## src/rtl/pipeline_pkg.sv

```systemverilog
// Shared pipeline definitions: hazard FSM state encoding, flush defaults and
// the bundle of front-end control strobes produced by the hazard unit.
package pipeline_pkg;

  localparam int FLUSH_CYCLES_DEFAULT = 2;
  localparam int FLUSH_CNT_W          = 3;
  localparam int REG_IDX_W            = 4;

  typedef enum logic [1:0] {
    RUN        = 2'd0,
    LOAD_STALL = 2'd1,
    FLUSH      = 2'd2
  } hz_state_t;

  typedef struct packed {
    logic stall_if;
    logic stall_id_ex;
    logic invalid_id;
    logic flush_if_id;
    logic pc_redirect;
  } hz_ctrl_t;

  // A source operand conflicts only if the instruction actually reads it.
  function automatic logic src_hit(input logic                 used,
                                   input logic [REG_IDX_W-1:0] rs,
                                   input logic [REG_IDX_W-1:0] rd);
    return used && (rs == rd);
  endfunction

endpackage

```

## src/rtl/sat_counter.sv

```systemverilog
// Event counter that sticks at all-ones instead of wrapping.
module sat_counter #(
  parameter int W = 16
) (
  input  logic         clk,
  input  logic         rst_n,
  input  logic         inc,
  output logic [W-1:0] count
);

  always_ff @(posedge clk or negedge rst_n) begin
    if (!rst_n) begin
      count <= '0;
    end else if (inc && (count != '1)) begin
      count <= count + W'(1);
    end
  end

endmodule

```

## src/rtl/hazard_control.sv

```systemverilog
// Pipeline hazard unit: load-use stall, taken-branch redirect/flush sequencing
// and saturating performance counters for both events.
module hazard_control
  import pipeline_pkg::*;
#(
  parameter int FLUSH_CYCLES = FLUSH_CYCLES_DEFAULT,
  parameter int CNT_W        = 16
) (
  input  logic                 clk,
  input  logic                 rst_n,
  input  logic [REG_IDX_W-1:0] rs1_ID,
  input  logic [REG_IDX_W-1:0] rs2_ID,
  input  logic                 rs1_used_ID,
  input  logic                 rs2_used_ID,
  input  logic [REG_IDX_W-1:0] rd_EX,
  input  logic                 regfile_we_EX,
  input  logic                 load_EX,
  input  logic                 invalid_EX,
  input  logic                 branch_taken_EX,
  output logic                 stall_IF,
  output logic                 stall_ID_EX,
  output logic                 invalid_ID,
  output logic                 flush_IF_ID,
  output logic                 pc_redirect,
  output logic [1:0]           hz_state,
  output logic [CNT_W-1:0]     stall_count,
  output logic [CNT_W-1:0]     flush_count
);

  localparam logic [FLUSH_CNT_W-1:0] FLUSH_RELOAD = FLUSH_CNT_W'(FLUSH_CYCLES - 1);
  localparam hz_state_t              BRANCH_NEXT  = (FLUSH_CYCLES > 1) ? FLUSH : RUN;

  hz_state_t              state, state_nxt;
  logic [FLUSH_CNT_W-1:0] flush_cnt, cnt_nxt;
  hz_ctrl_t               ctrl, ctrl_out;
  logic                   valid_branch;
  logic                   load_use;

  assign valid_branch = branch_taken_EX && !invalid_EX;

  assign load_use = load_EX && regfile_we_EX && !invalid_EX && (rd_EX != '0) &&
                    (src_hit(rs1_used_ID, rs1_ID, rd_EX) ||
                     src_hit(rs2_used_ID, rs2_ID, rd_EX));

  always_ff @(posedge clk or negedge rst_n) begin
    if (!rst_n) begin
      state     <= RUN;
      flush_cnt <= '0;
    end else begin
      state     <= state_nxt;
      flush_cnt <= cnt_nxt;
    end
  end

  always_comb begin
    state_nxt = state;
    cnt_nxt   = flush_cnt;
    ctrl      = '0;
    case (state)
      RUN, LOAD_STALL: begin
        if (valid_branch) begin
          ctrl.pc_redirect = 1'b1;
          ctrl.flush_if_id = 1'b1;
          ctrl.invalid_id  = 1'b1;
          cnt_nxt          = FLUSH_RELOAD;
          state_nxt        = BRANCH_NEXT;
        end else if ((state == RUN) && load_use) begin
          // One bubble is enough: the load data is forwardable next cycle.
          ctrl.stall_if    = 1'b1;
          ctrl.stall_id_ex = 1'b1;
          state_nxt        = LOAD_STALL;
        end else begin
          state_nxt = RUN;
        end
      end
      FLUSH: begin
        ctrl.flush_if_id = 1'b1;
        ctrl.invalid_id  = 1'b1;
        if (valid_branch) begin
          ctrl.pc_redirect = 1'b1;
          cnt_nxt          = FLUSH_RELOAD;
          state_nxt        = BRANCH_NEXT;
        end else begin
          cnt_nxt   = (flush_cnt == '0) ? '0 : flush_cnt - FLUSH_CNT_W'(1);
          state_nxt = (flush_cnt <= FLUSH_CNT_W'(1)) ? RUN : FLUSH;
        end
      end
      default: begin
        state_nxt = RUN;
        cnt_nxt   = '0;
      end
    endcase
  end

  // Strobes are combinational on the inputs, so they must be masked in reset.
  assign ctrl_out = rst_n ? ctrl : '0;

  assign stall_IF    = ctrl_out.stall_if;
  assign stall_ID_EX = ctrl_out.stall_id_ex;
  assign invalid_ID  = ctrl_out.invalid_id;
  assign flush_IF_ID = ctrl_out.flush_if_id;
  assign pc_redirect = ctrl_out.pc_redirect;
  assign hz_state    = state;

  sat_counter #(.W(CNT_W)) u_stall_cnt (
    .clk   (clk),
    .rst_n (rst_n),
    .inc   (ctrl_out.stall_id_ex),
    .count (stall_count)
  );

  sat_counter #(.W(CNT_W)) u_flush_cnt (
    .clk   (clk),
    .rst_n (rst_n),
    .inc   (ctrl_out.pc_redirect),
    .count (flush_count)
  );

endmodule
```

## config.mk

```make
export PLATFORM = sky130hd
export DESIGN_NAME = hazard_control
export DESIGN_NICKNAME = d
export VERILOG_FILES = /design/src/rtl/pipeline_pkg.sv /design/src/rtl/sat_counter.sv /design/src/rtl/hazard_control.sv
export SDC_FILE = /design/constraint.sdc
export NUM_CORES = 1
export LEC_CHECK = 0
export BUFFER_PORTS_ARGS = -buffer_cell sky130_fd_sc_hd__buf_2
export CAP_MARGIN = 25
export CORE_ASPECT_RATIO = 1.2
export CORE_UTILIZATION = 51
export DETAILED_ROUTE_END_ITERATION = 12
export PLACE_DENSITY = 0.84
export SLEW_MARGIN = 10
export SYNTH_ARGS = -nofsm -noshare
export SYNTH_HDL_FRONTEND = slang
export SYNTH_SLANG_ARGS = --single-unit
```

## constraint.sdc

```tcl
create_clock -name clk -period 2.6 [get_ports clk]
set_input_delay 0.65 -clock clk [delete_from_list [all_inputs] [get_ports clk]]
set_output_delay 0.65 -clock clk [all_outputs]
set_load 0.005 [all_outputs]
```

# Word-level counts from Yosys, hierarchy flattened
# Cells that the tools add are included.
totals:
  output_inout_bits: 39
  elab_cells: 47
  reg_bits: 37
classes:
  add_sub_neg: 3
  eq_ne: 7
  n_reduce_logical: 16
  mux: 16
  order_cmp: 1
op_table:
  columns: ["op", "n"]
  rows:
  - ["adder 16 x 1 -> 16 bit, second input constant", 2]
  - ["!= test 16 bit, second input constant", 2]
  - ["2-to-1 mux 2 bit", 6]
  - ["2-to-1 mux 3 bit", 4]
  - ["one-hot mux 3 bit (2 select lines)", 2]
  - ["logical AND 1 bit", 10]
  - ["== test 4 bit", 2]
  - ["2-to-1 mux 5 bit", 1]
  - ["one-hot mux 2 bit (2 select lines)", 1]
  - ["nonzero test 4 bit", 1]
  - ["<= comparator 3 x 1 -> 1 bit, second input constant", 1]
  - ["logical NOT 3 bit", 1]
  - ["subtractor 3 x 1 -> 3 bit, second input constant", 1]
  - ["== test 2 x 1 -> 1 bit, second input constant", 1]
  - ["== test 2 bit, second input constant", 1]
  - ["logical NOT 2 bit", 1]
  - ["2-to-1 mux 1 bit", 2]
  - ["!= test 2 bit, second input constant", 1]
  - ["OR reduction 2 bit", 1]
  - ["logical NOT 1 bit", 1]
  - ["logical OR 1 bit", 1]

# Depth between registers and ports, before layout
# Gate-level depths: netlist of the first run.
depth:
  depth_word: 10
  mapped_depth: 6
  ltp_nobuf: 6

# Cells and area by module
# Synthesis of the first run repeated with hierarchy kept, for this count alone.
hier_totals:
  hier_cells: 190
  area_unflattened_um2: 2113.3
by_module_without_submodules:
  columns: ["module", "cells_per_inst", "n_inst", "area_per_inst_um2"]
  rows:
  - ["sat_counter", 72, 2, 859.6]
  - ["hazard_control", 46, 1, 394.1]

# Worst setup path after synthesis of the first run
# Ideal clock, no wire load.
synth_path:
  path_kind: "input-to-output"
  startpoint: "input rd_EX[2]"
  endpoint: "output stall_IF"
  path_stages: 6
  t_required_ns: 1.950
  slack_ns: 0.179
  t_arrival_ns: 1.771
  path_cell_list: "xnor2_1 nand3_1 o22ai_2 clkbuf_1 and2_1 buf_4"
synth_between:
  elab_chain_cells: 9
synth_rtl:
  columns: ["element", "line", "rtl"]
  rows:
  - ["from (decl)", "hazard_control.sv:15", "input logic [REG_IDX_W-1:0] rd_EX,"]
  - ["== test 4 bit", "pipeline_pkg.sv:27", "return used && (rs == rd);"]
  - ["logical AND 1 bit", "pipeline_pkg.sv:27", null]
  - ["logical OR 1 bit", "hazard_control.sv:42", "(src_hit(rs1_used_ID, rs1_ID, rd_EX) ||"]
  - ["logical AND 1 bit *", "hazard_control.sv:41", "assign load_use = load_EX && regfile_we_EX && !invalid_EX && (rd_EX != '0) &&"]
  - ["logical AND 1 bit *", "hazard_control.sv:67", "end else if ((state == RUN) && load_use) begin"]
  - ["2-to-1 mux 2 bit *", "hazard_control.sv:67", null]
  - ["2-to-1 mux 2 bit *", "hazard_control.sv:61", "if (valid_branch) begin"]
  - ["2-to-1 mux 2 bit *", "hazard_control.sv:59", "case (state)"]
  - ["2-to-1 mux 5 bit *", "hazard_control.sv:96", "assign ctrl_out = rst_n ? ctrl : '0;"]
  - ["to (decl)", "hazard_control.sv:20", "output logic stall_IF,"]
# Every way passes the cells marked *; elsewhere a longest branch is shown, timed or not.

# Final worst setup path of the first run
layout_path:
  startpoint: "register state[0], in the netlist hz_state[0]"
  endpoint: "output stall_IF"
layout_between:
  elab_chain_cells: 6
layout_rtl:
  columns: ["element", "line", "rtl"]
  rows:
  - ["from (decl)", "hazard_control.sv:33", "hz_state_t state, state_nxt;"]
  - ["from (signal assigned)", "hazard_control.sv:50", "state <= state_nxt;"]
  - ["logical NOT 2 bit", "hazard_control.sv:59, hazard_control.sv:67", null]
  - ["logical AND 1 bit", "hazard_control.sv:67", null]
  - ["2-to-1 mux 2 bit", "hazard_control.sv:67", null]
  - ["2-to-1 mux 2 bit", "hazard_control.sv:61", null]
  - ["2-to-1 mux 2 bit *", "hazard_control.sv:59", null]
  - ["2-to-1 mux 5 bit *", "hazard_control.sv:96", null]
# Marked as above.

==> impl_results.md, run 1 <==
- FF-to-FF path depth: 5
- Post-synth EDFFs: 0
- Postcts setup bufs: 0
- Commonest cells after routing, fill and taps aside: buf_2 (58), dfrtp_1 (37), xnor2_1 (30)
- GRT Util Overall: 21.62%
- Hold-fix buffers, CTS: 0
- Synth warn: 0
- Root Driver: clkbuf_8
- Least-Margin Pin Slew: 520.4 ps
- Share of cells above drive strength 1: 31.60%
- Drt initial violations: 66
- Clk pwr share: 32.1%
- Combinational group share of total power: 13.6%
- Placer Congestion: 0.7851
- Largest family of logic cells by synthesized area: simple AND/OR/NAND/NOR gates
- WL final: 3942 µm
- Synth Area per Inst: 10.55 µm²
- Min-delay worst type: input pin to asynchronous set/reset pin
- Switching Share: 27.85%
- Status: completed
- Fmax: 412.8 MHz
- Flop pwr share: 54.3%
- Period utilization: 93.17%
- Vias in the first global route: 1508
- P_sw: 342.9 µW
- Most common cell after layout, fill and taps aside: buf_2
- Area grow syn2layout: 22.44%
- Post-synthesis adder-cell area fraction: 1.282%
- Area of the mapped netlist: 0.001952 mm²
- Rel. slew slack: 65.04%
- Max FO, Critical Path: 7
- CP Class: flip-flop to output port
- WL/cell: 13.05 µm
- Die ar.: 0.004080 mm²
- DRC violations left: 0
- Ports: 59
- DPL Wire Length: 3023 µm
- FF-to-FF End: u_stall_cnt.count[1]$_DFFE_PN0P_
- Final min period: 2422 ps
- Clk sink count: 37
- Area of the multi-input gates: 984.7 µm²
- Number of port buffers: 58
- Std cell rows: 24
- Vias per inst: 5.242
- Internal power: 888.2 µW
- TritonCTS clock tree: yes
- Post-Synthesis Cells: 185
- Data required, critical path: 1950 ps
- Number of CTS-inserted buffers: 5
- Setup Skew: 8.134 ps
- Core Util, Final: 65.77%
- Post-route cell area: 0.002390 mm²
- First-pass iteration count of the detailed router: 4
- Maximum vdd ir drop: 0.0004931 V
- Die outline width: 58.48 µm
- Antenna Violating Nets Remaining: 0
- Power Density: 515.1 mW/mm²
- Critical path endpoint category: output port
- Post-CTS Resized: 0
- Mux cell area share after synthesis: 2.436%
- # diodes: 0
- Die Span Y: 69.77 µm
- Hold Fails Final Rpt: 0
- Sequential cell area: 925.9 µm²
- Initial antenna violation count: 0
- MaxCap Viol Count: 0
- Initial Util: 53.72%
- Clk_lat worst skew: 290 ps
- Synth unique cells: 38
- Post-Synth Simple-Gate Area: 23.53%
- Setup_tns: 0 ps
- XOR/XNOR share of the synthesized area: 16.15%
- Leak: 0.001193 µW
- Reg2reg setup slack: 650 ps
- Max H-tree Level: 2
- Layout Nets: 271
- Syn Nets: 207
- Reg clk slew, reported paths: 80 ps
- RSZ-0062 raised after global routing: false
- CP endpoint: stall_IF
- Async SR Flop Fraction: 100.0%
- WP data arrival: 1770 ps
- First-pass GRT wire length: 6748 µm
- Pin count of the biggest net entering global routing: 24
- Final setup violation count: 0
- Register bit total from synthesis: 37
- Most used DFF post-synth: dfrtp_1
- Total grt overflow: 0
- CP Launch Type: flip-flop
- Compound-gate portion of the synthesized area: 7.051%
- CTS Buffer Depth: 2
- Vias: 1583
- Worst r2r src: u_stall_cnt.count[4]$_DFFE_PN0P_
- Core area: 0.003633 mm²
- Area after DPL: 0.002303 mm²
- Seq/Total Area, Yosys: 47.44%
- CP startpoint: hz_state[0]$_DFF_PN0_
- Slew Viols, Final: 0
- Fill cell count: 308
[routing by layer]
layer  wire length [µm]  vias up  share of wire (%)  global-route usage (%)
met1               1654      747                 42                   25.15
met4                 44        0                1.1                   6.349
met2               2042       45                 52                   37.93
li1                   -      785                  -                       -
met3                201        6                5.1                   5.970
met5                  0        -                  0                       0
[flip-flops by register name (all words and copies together) (netlist names)]
name / cells
flush_cnt: 3
u_stall_cnt.count: 16
u_flush_cnt.count: 16
hz_state: 2
[critical path, stage by stage (launching register included)]
cell	delay, ps
dfrtp_1	460
nand4bb_1	200
or4_4	490
inv_1	90
and2_1	130
buf_2	110
[synthesized netlist by cell type (2+ instances only)]
| master | n | share of area, % |
|---|---|---|
| a21oi_1 | 3 | 0.77 |
| and2_1 | 3 | 0.96 |
| and3_1 | 9 | 2.9 |
| buf_4 | 2 | 0.77 |
| clkbuf_1 | 2 | 0.38 |
| dfrtp_1 | 37 | 47 |
| ha_1 | 2 | 1.3 |
| inv_1 | 2 | 0.38 |
| nand2_1 | 15 | 2.9 |
| nand2b_1 | 2 | 0.64 |
| nand3_1 | 18 | 4.6 |
| nand4_1 | 13 | 4.2 |
| nor2_1 | 10 | 1.9 |
| nor2b_1 | 2 | 0.64 |
| nor3_1 | 5 | 1.3 |
| nor4_1 | 2 | 0.64 |
| o21ai_0 | 3 | 0.77 |
| xnor2_1 | 30 | 13 |
| xor2_1 | 6 | 2.7 |
[kinds of logic (layout without fill, tap and decap cells)]
logic type	after synthesis	in the layout
and+or+nand+nor	84	84
AOI/OAI and AO/OA	15	15
muxes	4	4
xor gates and xnor gates	36	36
buffers and inverters	7	72
adders and majority gates	2	2
DFF	37	37
[worst min-delay path by stage]
stage / end / slack, ps / cells after the start
6_report: u_stall_cnt.count[4]$_DFFE_PN0P_ / 350 / 2
5_1_grt: u_stall_cnt.count[8]$_DFFE_PN0P_ / 370 / 2
4_1_cts: u_stall_cnt.count[14]$_DFFE_PN0P_ / 360 / 2
3_5_place_dp: u_stall_cnt.count[6]$_DFFE_PN0P_ / 490 / 1
3_3_place_gp: u_stall_cnt.count[6]$_DFFE_PN0P_ / 480 / 1
2_1_floorplan: flush_cnt[0]$_DFFE_PN0P_ / 350 / 0
[through the flow]
step	setup slack, ps	std cells	power, µW	hold slack, ps
final	177.6	302	1231	350.4
after CTS	166.3	302	1242	357.2
after global routing	82.96	302	1297	374.2
after detailed placement	246.6	294	848.4	485.8
after global placement	262.5	294	840.8	477.9
after floorplan	178.8	185	757.8	354.4
[power by group through the flow]
stage / Clock, µW / Sequential [µW] / Combinational [µW]
floorplan: 0 / 674 / 83.8
global placement: 0 / 676 / 164
detailed placement: 0 / 678 / 170
CTS: 404 / 668 / 171
global route: 431 / 677 / 189
finish: 395 / 669 / 167
[layout make-up]
class,count,area share (%)
flip-flops and latches,37,38.74
multi-input cells,141,41.20
clock inverters,3,0.7330
clock buffers,5,2.880
inverters,2,0.3141
well taps,52,2.723
repair buffers,62,13.40
Note: power is estimated with default switching activity, not from simulation.
==> run 2, diff against run 1 <==
Settings changed: RECOVER_POWER from default to 50.
==> run 2 against run 1 <==
  * Flip-flop and latch count did not move
  * Highest routed layer unchanged
  * Fmax barely moved
  * Clock skew barely moved
==> impl_results.md, run 2 (synthesis results as in run 1) <==
- Commonest cells after routing, fill and taps aside: buf_2 (52), dfrtp_1 (37), xnor2_1 (30) (was buf_2 (58), dfrtp_1 (37), xnor2_1 (30))
- Initial Util: 53.72% (unchanged)
- Core area: 0.003633 mm² (unchanged)
- Most common cell after layout, fill and taps aside: buf_2 (unchanged)
- DRC violations left: 0 (unchanged)
- Hold Fails Final Rpt: 0 (unchanged)
- Critical path endpoint category: output port (unchanged)
- Die outline width: 58.48 µm (unchanged)
- WL/cell: 13.04 µm (was 13.05 µm)
- Data required, critical path: 1950 ps (about the same)
- Status: completed (unchanged)
- WP data arrival: 1770 ps (about the same)
- Clk pwr share: 32.0% (was 32.1%)
- Std cell rows: 24 (unchanged)
- Final setup violation count: 0 (unchanged)
- CTS Buffer Depth: 2 (unchanged)
- Crit-path slowest cell: or4_4 (unchanged)
- MaxCap Viol Count: 0 (unchanged)
- Number of port buffers: 58 (unchanged)
- GRT Util Overall: 21.62% (unchanged)
- Internal power: 887.3 µW (was 888.2 µW)
- Rel. slew slack: 45.15% (was 65.04%)
- Leak: 0.001165 µW (was 0.001193 µW)
- Total grt overflow: 0 (unchanged)
- Initial antenna violation count: 0 (unchanged)
- CP Class: flip-flop to output port (unchanged)
- RSZ-0062 raised after global routing: false (unchanged)
- Min-delay worst type: input pin to asynchronous set/reset pin (unchanged)
- DPL Wire Length: 3023 µm (unchanged)
- Least-Margin Pin Slew: 822.8 ps (was 520.4 ps)
- Number of CTS-inserted buffers: 5 (unchanged)
- Regs by FF count: u_flush_cnt.count: 16 flops, u_stall_cnt.count: 16 flops, flush_cnt: 3 flops (unchanged)
- Antenna Violating Nets Remaining: 0 (unchanged)
- Final min period: 2420 ps (was 2422 ps)
- Flop pwr share: 54.4% (was 54.3%)
- Placed Cells: 294 (unchanged)
- Post-CTS Resized: 0 (unchanged)
- Pin count of the biggest net entering global routing: 24 (unchanged)
- Vias in the first global route: 1508 (unchanged)
- Vias per inst: 5.258 (was 5.242)
- Period utilization: 93.10% (was 93.17%)
- Slew Viols, Final: 0 (unchanged)
- Setup_tns: 0 ps (unchanged)
- Combinational group share of total power: 13.5% (was 13.6%)
- Area grow syn2layout: 21.86% (was 22.44%)
- Ports: 59 (unchanged)
- Finished Layout Cells: 302 (unchanged)
- Placer Congestion: 0.7851 (unchanged)
- Share of cells above drive strength 1: 28.80% (was 31.60%)
- Clk sink count: 37 (unchanged)
- Drt initial violations: 64 (was 66)
- Max H-tree Level: 2 (unchanged)
- # diodes: 0 (unchanged)
- WL final: 3939 µm (was 3942 µm)
- Reg2reg setup slack: 650 ps (about the same)
- Vias: 1588 (was 1583)
- Hold-fix buffers, CTS: 0 (unchanged)
- Fmax: 413.1 MHz (was 412.8 MHz)
- CP max stage delay: 490 ps (about the same)
- Layout Nets: 271 (unchanged)
- Switching Share: 27.80% (was 27.85%)
- TritonCTS clock tree: yes (unchanged)
- Root Driver: clkbuf_8 (unchanged)
- Postcts setup bufs: 0 (unchanged)
- Die ar.: 0.004080 mm² (unchanged)
- P_sw: 341.7 µW (was 342.9 µW)
- Setup Skew: 8.180 ps (was 8.134 ps)
- Max FO, Critical Path: 7 (unchanged)
- Die Span Y: 69.77 µm (unchanged)
- CP Launch Type: flip-flop (unchanged)
- Power Density: 516.7 mW/mm² (was 515.1 mW/mm²)
- Clk_lat worst skew: 290 ps (about the same)
- Reg clk slew, reported paths: 80 ps (about the same)
- Worst-path cell chain: nand4bb_1, or4_4, inv_1, and2_1, buf_2 (unchanged)
- First-pass iteration count of the detailed router: 4 (unchanged)
- First-pass GRT wire length: 6748 µm (unchanged)
- Maximum vdd ir drop: 0.0004927 V (was 0.0004931 V)
-- run 2: changes by cell type in the layout (fill, tap and decap cells not counted), sizes merged --
cell and change:
buf -7, clkbuf +7
-- run 2: path summary, 6_finish.rpt --
path                                                        start                                 to  cells after the start
worst max-delay path                        hz_state[0]$_DFF_PN0_                           stall_IF                      5
worst min-delay path                                        rst_n  u_stall_cnt.count[12]$_DFFE_PN0P_                      2
worst max register to register   u_stall_cnt.count[4]$_DFFE_PN0P_   u_stall_cnt.count[1]$_DFFE_PN0P_                      5
worst min register to register  u_flush_cnt.count[15]$_DFFE_PN0P_  u_flush_cnt.count[15]$_DFFE_PN0P_                      1
max in group asynchronous                                   rst_n   u_flush_cnt.count[6]$_DFFE_PN0P_                      2
min in group clk                u_flush_cnt.count[15]$_DFFE_PN0P_  u_flush_cnt.count[15]$_DFFE_PN0P_                      1
-- run 2: cell type report --
class	instances	area, µm²
fill	313	1255
multi-input combinational	141	984.7
sequential	37	925.9
timing repair buffer	62	309.0
clock buffer	5	68.82
tap	52	65.06
clock inverter	3	17.52
inverter	2	7.507
-- run 2: worst max-delay path: cells and delay by family, from the launching register on --
family | cells | cell delay (ps)
simple gates | 3 | 820
flops | 1 | 460
buf+inv | 2 | 200
-- run 2: stage by stage --
stage | total power [µW] | utilization [%] | instance area [µm²] | hold WS, ps | setup slack, ps
2_1_floorplan | 757.8 | - | 1952 | 354.4 | 178.8
3_3_place_gp | 840.8 | 63.40 | 2303 | 477.9 | 262.5
3_5_place_dp | 848.4 | 63.40 | 2303 | 485.8 | 246.6
4_1_cts | 1242 | 65.77 | 2390 | 357.2 | 166.3
5_1_grt | 1296 | 65.46 | 2379 | 516.6 | 82.96
6_report | 1229 | 65.46 | 2379 | 471.9 | 179.5
-- run 2: power by group through the flow --
stage | sequential, µW | clock (µW) | combinational, µW
6_report | 669 | 394 | 166
5_1_grt | 677 | 431 | 188
4_1_cts | 668 | 404 | 171
3_3_place_gp | 676 | 0 | 164
3_5_place_dp | 678 | 0 | 170
2_1_floorplan | 674 | 0 | 83.8
-- run 2: layer usage --
| layer | vias up | part of all wire [%] | wire length, µm | global-route usage, % |
|---|---|---|---|---|
| met4 | 0 | 1.1 | 44 | 6.349 |
| li1 | 785 | - | - | - |
| met2 | 45 | 52 | 2038 | 37.93 |
| met1 | 752 | 42 | 1656 | 25.15 |
| met3 | 6 | 5.1 | 200 | 5.970 |
| met5 | - | 0 | 0 | 0 |
